## config.mk

```make
export PLATFORM = sky130hd
export DESIGN_NAME = layer_deserializer_flat
export DESIGN_NICKNAME = d
export VERILOG_FILES = /design/src/rtl/layer_deserializer_if.sv /design/src/rtl/layer_deserializer.sv /design/src/flat_wrapper.sv
export SDC_FILE = /design/constraint.sdc
export NUM_CORES = 1
export LEC_CHECK = 0
export BUFFER_PORTS_ARGS = -buffer_cell sky130_fd_sc_hd__buf_2
export CAP_MARGIN = 10
export CORE_UTILIZATION = 32
export CTS_BUF_LIST = sky130_fd_sc_hd__clkbuf_4 sky130_fd_sc_hd__clkbuf_8
export DETAILED_ROUTE_END_ITERATION = 8
export PLACE_DENSITY = 0.63
export SYNTH_ARGS = -nofsm -noshare
export SYNTH_HDL_FRONTEND = slang
export SYNTH_SLANG_ARGS = --single-unit
```

## constraint.sdc

```tcl
create_clock -name clk -period 1.4 [get_ports clk]
set_input_delay 0.42 -clock clk [delete_from_list [all_inputs] [get_ports clk]]
set_output_delay 0.42 -clock clk [all_outputs]
set_load 0.005 [all_outputs]
```

## src/rtl/layer_deserializer_if.sv

```systemverilog
// Bus bundle for layer_deserializer: serial element input, parallel frame output
// with a valid/ready handshake, plus status (node index, overrun, argmax).
interface layer_deserializer_if #(
    parameter int LAYER_SIZE = 3,
    parameter int BIT_SIZE   = 1
);
    localparam int NODE_W = $clog2(LAYER_SIZE);

    logic                                 in_start;
    logic [BIT_SIZE-1:0]                  in_data;
    logic [NODE_W-1:0]                    node;
    logic [LAYER_SIZE-1:0][BIT_SIZE-1:0]  out_data;
    logic                                 out_valid;
    logic                                 out_ready;
    logic                                 overrun;
    logic [NODE_W-1:0]                    argmax;

    // Producer/consumer side that drives the serial stream and accepts frames
    modport master (
        output in_start, in_data, out_ready,
        input  node, out_data, out_valid, overrun, argmax
    );

    // Deserializer side
    modport slave (
        input  in_start, in_data, out_ready,
        output node, out_data, out_valid, overrun, argmax
    );
endinterface

```

## src/rtl/layer_deserializer.sv

```systemverilog
// Serial-to-parallel frame collector with HOLD/handshake and sticky overrun.
// Optional macro LAYER_DESER_ARGMAX_EN adds a running signed argmax of the frame.
module layer_deserializer #(
    parameter int LAYER_SIZE = 3,
    parameter int BIT_SIZE   = 1
) (
    input  logic                clk,
    input  logic                rst,
    layer_deserializer_if.slave bus
);
    localparam int NODE_W = $clog2(LAYER_SIZE);
    localparam logic [NODE_W-1:0] LAST_NODE = NODE_W'(LAYER_SIZE - 1);

    typedef enum logic [1:0] {
        IDLE    = 2'd0,
        COLLECT = 2'd1,
        HOLD    = 2'd2
    } state_t;

    state_t                               state_q, state_d;
    logic [NODE_W-1:0]                    node_q, node_d;
    logic                                 overrun_q, overrun_d;
    logic [LAYER_SIZE-1:0][BIT_SIZE-1:0]  data_q, data_d;
    logic                                 cap_first;
    logic                                 cap_elem;

    always_ff @(posedge clk) begin
        if (rst) begin
            state_q   <= IDLE;
            node_q    <= '0;
            overrun_q <= 1'b0;
            data_q    <= '0;
        end else begin
            state_q   <= state_d;
            node_q    <= node_d;
            overrun_q <= overrun_d;
            data_q    <= data_d;
        end
    end

    // cap_first: element 0 of a new frame lands in slot 0; cap_elem: slot node_q
    always_comb begin
        state_d   = state_q;
        node_d    = node_q;
        overrun_d = overrun_q;
        cap_first = 1'b0;
        cap_elem  = 1'b0;
        case (state_q)
            IDLE: begin
                if (bus.in_start) begin
                    cap_first = 1'b1;
                    node_d    = NODE_W'(1);
                    state_d   = COLLECT;
                end
            end
            COLLECT: begin
                if (bus.in_start) begin
                    cap_first = 1'b1;
                    node_d    = NODE_W'(1);
                    overrun_d = 1'b1;
                end else begin
                    cap_elem = 1'b1;
                    if (node_q == LAST_NODE) begin
                        node_d  = '0;
                        state_d = HOLD;
                    end else begin
                        node_d = node_q + NODE_W'(1);
                    end
                end
            end
            HOLD: begin
                if (bus.out_ready) begin
                    if (bus.in_start) begin
                        cap_first = 1'b1;
                        node_d    = NODE_W'(1);
                        state_d   = COLLECT;
                    end else begin
                        state_d = IDLE;
                    end
                end else if (bus.in_start) begin
                    overrun_d = 1'b1;
                end
            end
            default: begin
                state_d = IDLE;
                node_d  = '0;
            end
        endcase
    end

    always_comb begin
        data_d = data_q;
        if (cap_first) begin
            data_d[0] = bus.in_data;
        end else if (cap_elem) begin
            data_d[node_q] = bus.in_data;
        end
    end

    assign bus.node      = node_q;
    assign bus.out_data  = data_q;
    assign bus.out_valid = (state_q == HOLD);
    assign bus.overrun   = overrun_q;

`ifdef LAYER_DESER_ARGMAX_EN
    logic [BIT_SIZE-1:0] max_q, max_d;
    logic [NODE_W-1:0]   arg_q, arg_d;

    function automatic logic signed_greater(input logic signed [BIT_SIZE-1:0] a,
                                            input logic signed [BIT_SIZE-1:0] b);
        return a > b;
    endfunction

    // Strict greater-than keeps the lower index on ties
    always_comb begin
        max_d = max_q;
        arg_d = arg_q;
        if (cap_first) begin
            max_d = bus.in_data;
            arg_d = '0;
        end else if (cap_elem && signed_greater(bus.in_data, max_q)) begin
            max_d = bus.in_data;
            arg_d = node_q;
        end
    end

    always_ff @(posedge clk) begin
        if (rst) begin
            max_q <= '0;
            arg_q <= '0;
        end else begin
            max_q <= max_d;
            arg_q <= arg_d;
        end
    end

    assign bus.argmax = arg_q;
`else
    assign bus.argmax = '0;
`endif

endmodule

```

## src/flat_wrapper.sv

```systemverilog
// flat-port wrapper written by rule: the top's interface ports become plain ports
module layer_deserializer_flat 
#(
    parameter int LAYER_SIZE = 3,
    parameter int BIT_SIZE   = 1
)
  (clk, rst, bus_in_start, bus_in_data, bus_out_ready, bus_node, bus_out_data, bus_out_valid, bus_overrun, bus_argmax);
  layer_deserializer_if #(.LAYER_SIZE(LAYER_SIZE), .BIT_SIZE(BIT_SIZE)) bus_i ();
  input  logic clk;
  input  logic rst;
  input wire logic [$bits(bus_i.in_start)-1:0] bus_in_start;
  input wire logic [$bits(bus_i.in_data)-1:0] bus_in_data;
  input wire logic [$bits(bus_i.out_ready)-1:0] bus_out_ready;
  output wire logic [$bits(bus_i.node)-1:0] bus_node;
  output wire logic [$bits(bus_i.out_data)-1:0] bus_out_data;
  output wire logic [$bits(bus_i.out_valid)-1:0] bus_out_valid;
  output wire logic [$bits(bus_i.overrun)-1:0] bus_overrun;
  output wire logic [$bits(bus_i.argmax)-1:0] bus_argmax;
  assign bus_i.in_start = bus_in_start;
  assign bus_i.in_data = bus_in_data;
  assign bus_i.out_ready = bus_out_ready;
  assign bus_node = bus_i.node;
  assign bus_out_data = bus_i.out_data;
  assign bus_out_valid = bus_i.out_valid;
  assign bus_overrun = bus_i.overrun;
  assign bus_argmax = bus_i.argmax;
  layer_deserializer #(.LAYER_SIZE(LAYER_SIZE), .BIT_SIZE(BIT_SIZE)) u_core (.clk(clk), .rst(rst), .bus(bus_i));
endmodule
```

; Yosys cells after proc, flatten, opt, wreduce, memory -nomap -nowiden
; Cells that the tools add are included.
; W data, S select, Z words.
[word_totals]
in_bits = 5
regBits = 8
out_inout_bits = 9
[op_classes]
eq_ne = 8
bitwise = 1
n_lt_le_gt_ge = 2
n_reduce_logical = 8
n_mux = 24
n_addsub = 1
[ops]
columns = operator, count
row1 = $mux W2, 8
row2 = $pmux W2 S3, 2
row3 = $mux W1, 10
row4 = $ne A2 B2 Y1 const B, 4
row5 = $eq A2 B2 Y1 const B, 2
row6 = $pmux W1 S2, 2
row7 = $reduce_and A2 Y1, 2
row8 = $reduce_and A4 Y1, 1
row9 = $reduce_bool A2 Y1, 2
row10 = $bwmux W3, 1
row11 = $lt A2 B3 Y1 const B, 1
row12 = $add A2 B1 Y2 const B, 1
row13 = $demux W1 S2, 1
row14 = $eq A2 B1 Y1 const B, 1
row15 = $ge A2 B1 Y1 const B, 1
row16 = $logic_not A2 Y1, 1
row17 = $ne A2 B1 Y1 const B, 1
row18 = $reduce_or A2 Y1, 1
row19 = $logic_and A1 B1 Y1, 1
row20 = $not A1 Y1, 1

; Logic depth before layout (Yosys ltp)
[logic_depth]
word_depth = 7
ltp_mapped = 4

; Least setup slack after synthesis
; No wires, ideal clock.
[synth_timing]
path_kind = input -> register
from = input bus_in_start
to = register u_core.data_q (netlist bit u_core.bus.out_data[2])
setup_slack_ps = 127
n_path_buf = 1
t_arrival_ps = 1144
stages = 4
path_cell_list = buf_6 or3b_4 o31ai_2 a21oi_1
[synth_via]
elab_chain_len = 5
[synth_lines]
columns = item, line_no
row1 = from (decl), flat_wrapper.sv:11  ; input wire logic [$bits(bus_i.in_start)-1:0] bus_in_start;
row2 = $mux W1, "layer_deserializer.sv:50, layer_deserializer.sv:57, layer_deserializer.sv:73"
row3 = $mux W1, layer_deserializer.sv:72  ; if (bus.out_ready) begin
row4 = $pmux W1 S2, layer_deserializer.sv:48  ; case (state_q)
row5 = $not A1 Y1 (no source line), n/a
row6 = $reduce_and A2 Y1 (no source line) *, n/a
row7 = to (signal assigned), layer_deserializer.sv:37  ; data_q <= data_d;
row8 = to (decl), layer_deserializer.sv:23  ; logic [LAYER_SIZE-1:0][BIT_SIZE-1:0] data_q, data_d;
; Every way passes the cells marked *; elsewhere a longest branch is shown, timed or not.
; A chain may end at the register's enable or synchronous reset.

; Final worst setup path
[layout_timing]
from = register u_core.state_q[1]
to = output bus_out_valid
[layout_via]
elab_chain_len = 1
[layout_lines]
columns = item, line_no
row1 = from (decl), layer_deserializer.sv:20  ; state_t state_q, state_d;
row2 = from (signal assigned), layer_deserializer.sv:34  ; state_q <= state_d;
row3 = $eq A2 B2 Y1, layer_deserializer.sv:102  ; assign bus.out_valid = (state_q == HOLD);
row4 = to (decl), flat_wrapper.sv:16  ; output wire logic [$bits(bus_i.out_valid)-1:0] bus_out_valid;
; No other way between the ends.

==> impl_metrics.csv <==
group,metric,value,unit
worst_setup_path,worstSetupEndpointType,"output pin",
timing,fmax,766,MHz
global_route,grt_overflow_total,0,
cts,cts.clk_slew.worst_paths,0.05,ns
cts,clk_latency,0.25,ns
placement,gp_congestion,0.783,
routing,vias,378,
placement,io_buffers,11,
routing,drt-pass1-iter-count,2,
worst_setup_path,required,0.98,ns
cts,root_buffer,"clkbuf_4",
cts,cts_tree,"done",
cts,cts_buffers,3,
synth,syn_avg_cell_area,8.71,sq um
cts,clock-sinks,8,
timing,finClkSkew,0.00354,ns
finish,antenna_cells,0,
synth,yosys_warnings,0,
global_route,grt_max_degree,10,
floorplan,start_util,36.7,%
global_route,first_global_vias,331,
synth,yosysUniqueCellTypes,23,
timing,finalMaxSlewViolations,0,
routing,post-route-drc-count,0,
timing,finalSetupTns,0,ns
timing,worst_slack,0.0950,ns
cts,ctsHtreeMaxLevel,1,
cts,cts_setup_buffers,0,
flow_run,drv_cap,0,
finish,drive_above_1_share,38.7,%
timing,timing.hold.ws,0.438,ns
routing,antenna_left,0,
floorplan,chipWidth,38.9,microns
floorplan,dieArea,1510,sq um
finish,syn2layout_area_growth,17.2,%
global_route,antenna_found_initial,0,
routing,viasPerCell,4.97,
worst_setup_path,path_class,"flop to output pin",
timing,setup_viol_count_final,0,
run_status,status,"complete, no violations",
power_and_ir_drop,leakagePower,0.211,nW
power_and_ir_drop,max-vdd-ir-drop,0.653,mV
global_route,grt_usage,14.1,%
power_and_ir_drop,power_density,962,nW/um^2
synth,synth_area,435,sq um
worst_setup_path,worst-path-max-fanout,5,
timing,finalCritPeriodShare,93.2,%
routing,wire_per_inst,10.8,microns
timing,min_period,1.31,ns
placement,pre_cts_slack,0.0711,ns
global_route,grt_pass1_wl,1370,microns
floorplan,dieHeight,38.9,microns
timing,hold_violations,0,
floorplan,coreArea,1190,sq um
worst_setup_path,crit_path_start_kind,"flop",
synth,synth-seq-cells,8,
routing,drt-initial-drc-count,3,
floorplan,ios,14,
finish,nets,69,
timing,rsz0062_at_grt,"no",
synth,syn_inst,50,
synth,seq_area_frac_synth,36.8,%
cts,clockBufferDepth,2,
routing,finalWirelength,821,microns
min_path,hp-class,"input port to flop",
worst_setup_path,crit_arrival,0.89,ns
floorplan,rows,12,
[critical path: stages (launching register included)]
cell	delay (ns)
dfxtp_2	0.36
inv_1	0.08
nor2_1	0.08
buf_2	0.11
[per-layer routing]
layer | wire length (microns) | vias up | global-route usage (%)
li1 | - | 196 | -
met1 | 363 | 169 | 16.1
met2 | 394 | 11 | 20.0
met3 | 58 | 2 | 10.4
met4 | 6 | 0 | 5.17
met5 | 0 | - | 0
[registers in the layout, summed over array words and instances, names as in the netlist]
register / flops
u_core.bus.out_data: 3
u_core.bus.node: 2
u_core.state_q: 2
u_core.bus.overrun: 1
[layout make-up]
type	count	area, sq um
fillers	133	676
clock buffers	3	22.5
flip-flops and latches	8	163
multi-input cells	33	219
inverters	5	18.8
well taps	14	17.5
repair buffers	13	70.1
[cells by family after synthesis]
family	share of synthesized area [%]
compound gates	24.1
buf+inv	13.8
flops	36.8
mux	2.30
other cells	0.861
simple gates	22.1
[metrics by stage]
stage,power (W),instances,area [sq um],utilization [%]
global placement,0.000325,73,485,40.9
global route,0.000528,76,510,43.0
detailed placement,0.000326,73,485,40.9
finish,0.000491,76,510,43.0
CTS,0.000501,76,508,42.8
floorplan,0.000308,51,439,-
[power by group]
group,internal [W],switching [W]
sequential,0.000240,0.0000128
clock,0.0000977,0.0000723
combinational,0.0000330,0.0000354
[final timing paths]
path | end | from | slack [ns] | cells after the start
setup / recovery | bus_out_valid | u_core.state_q[1] | 0.09 | 3
hold / removal | u_core.state_q[1] | rst | 0.44 | 2
setup reg to reg | u_core.bus.out_data[2] | u_core.bus.node[1] | 0.21 | 3
hold reg to reg | u_core.bus.overrun | u_core.bus.overrun | 0.44 | 2
[cells in the mapped netlist, drive strengths merged]
cell type	n	share of area [%]
nand2b	3	4.3
or3b	1	2.6
a211o	1	2.3
nor3b	2	3.4
mux2i	1	2.3
nor2	5	4.3
a21oi	5	5.7
nor2b	1	1.4
o21ai	2	2.3
buf	5	9.5
inv	5	4.3
dfxtp	8	37
a221oi	1	3.4
nand4	1	1.4
nand3	2	2.3
a32oi	1	2.0
a31o	1	2.0
conb	1	0.86
o31ai	1	2.9
and3b	1	2.3
a211oi	2	3.4
[what timing repair did]
action,CTS,global route
hold buffers,0,0
setup endpoints to repair,0,1
gates resized for setup,0,2
[cells in the final DEF, fill, tap and decap left out]
cell,instances
a211o_2,1
a211oi_1,2
a21oi_1,5
a221oi_2,1
a31o_2,1
a32oi_1,1
and3b_2,1
buf_2,11
buf_4,2
clkbuf_4,3
conb_1,2
dfxtp_1,6
dfxtp_2,2
inv_1,5
mux2i_1,1
nand2b_1,3
nand3_1,2
nand4_1,1
nor2_1,5
nor2b_1,1
nor3b_1,2
o21ai_0,2
o31ai_2,1
or3b_4,1
No activity file was read; power rests on OpenSTA's default activity.
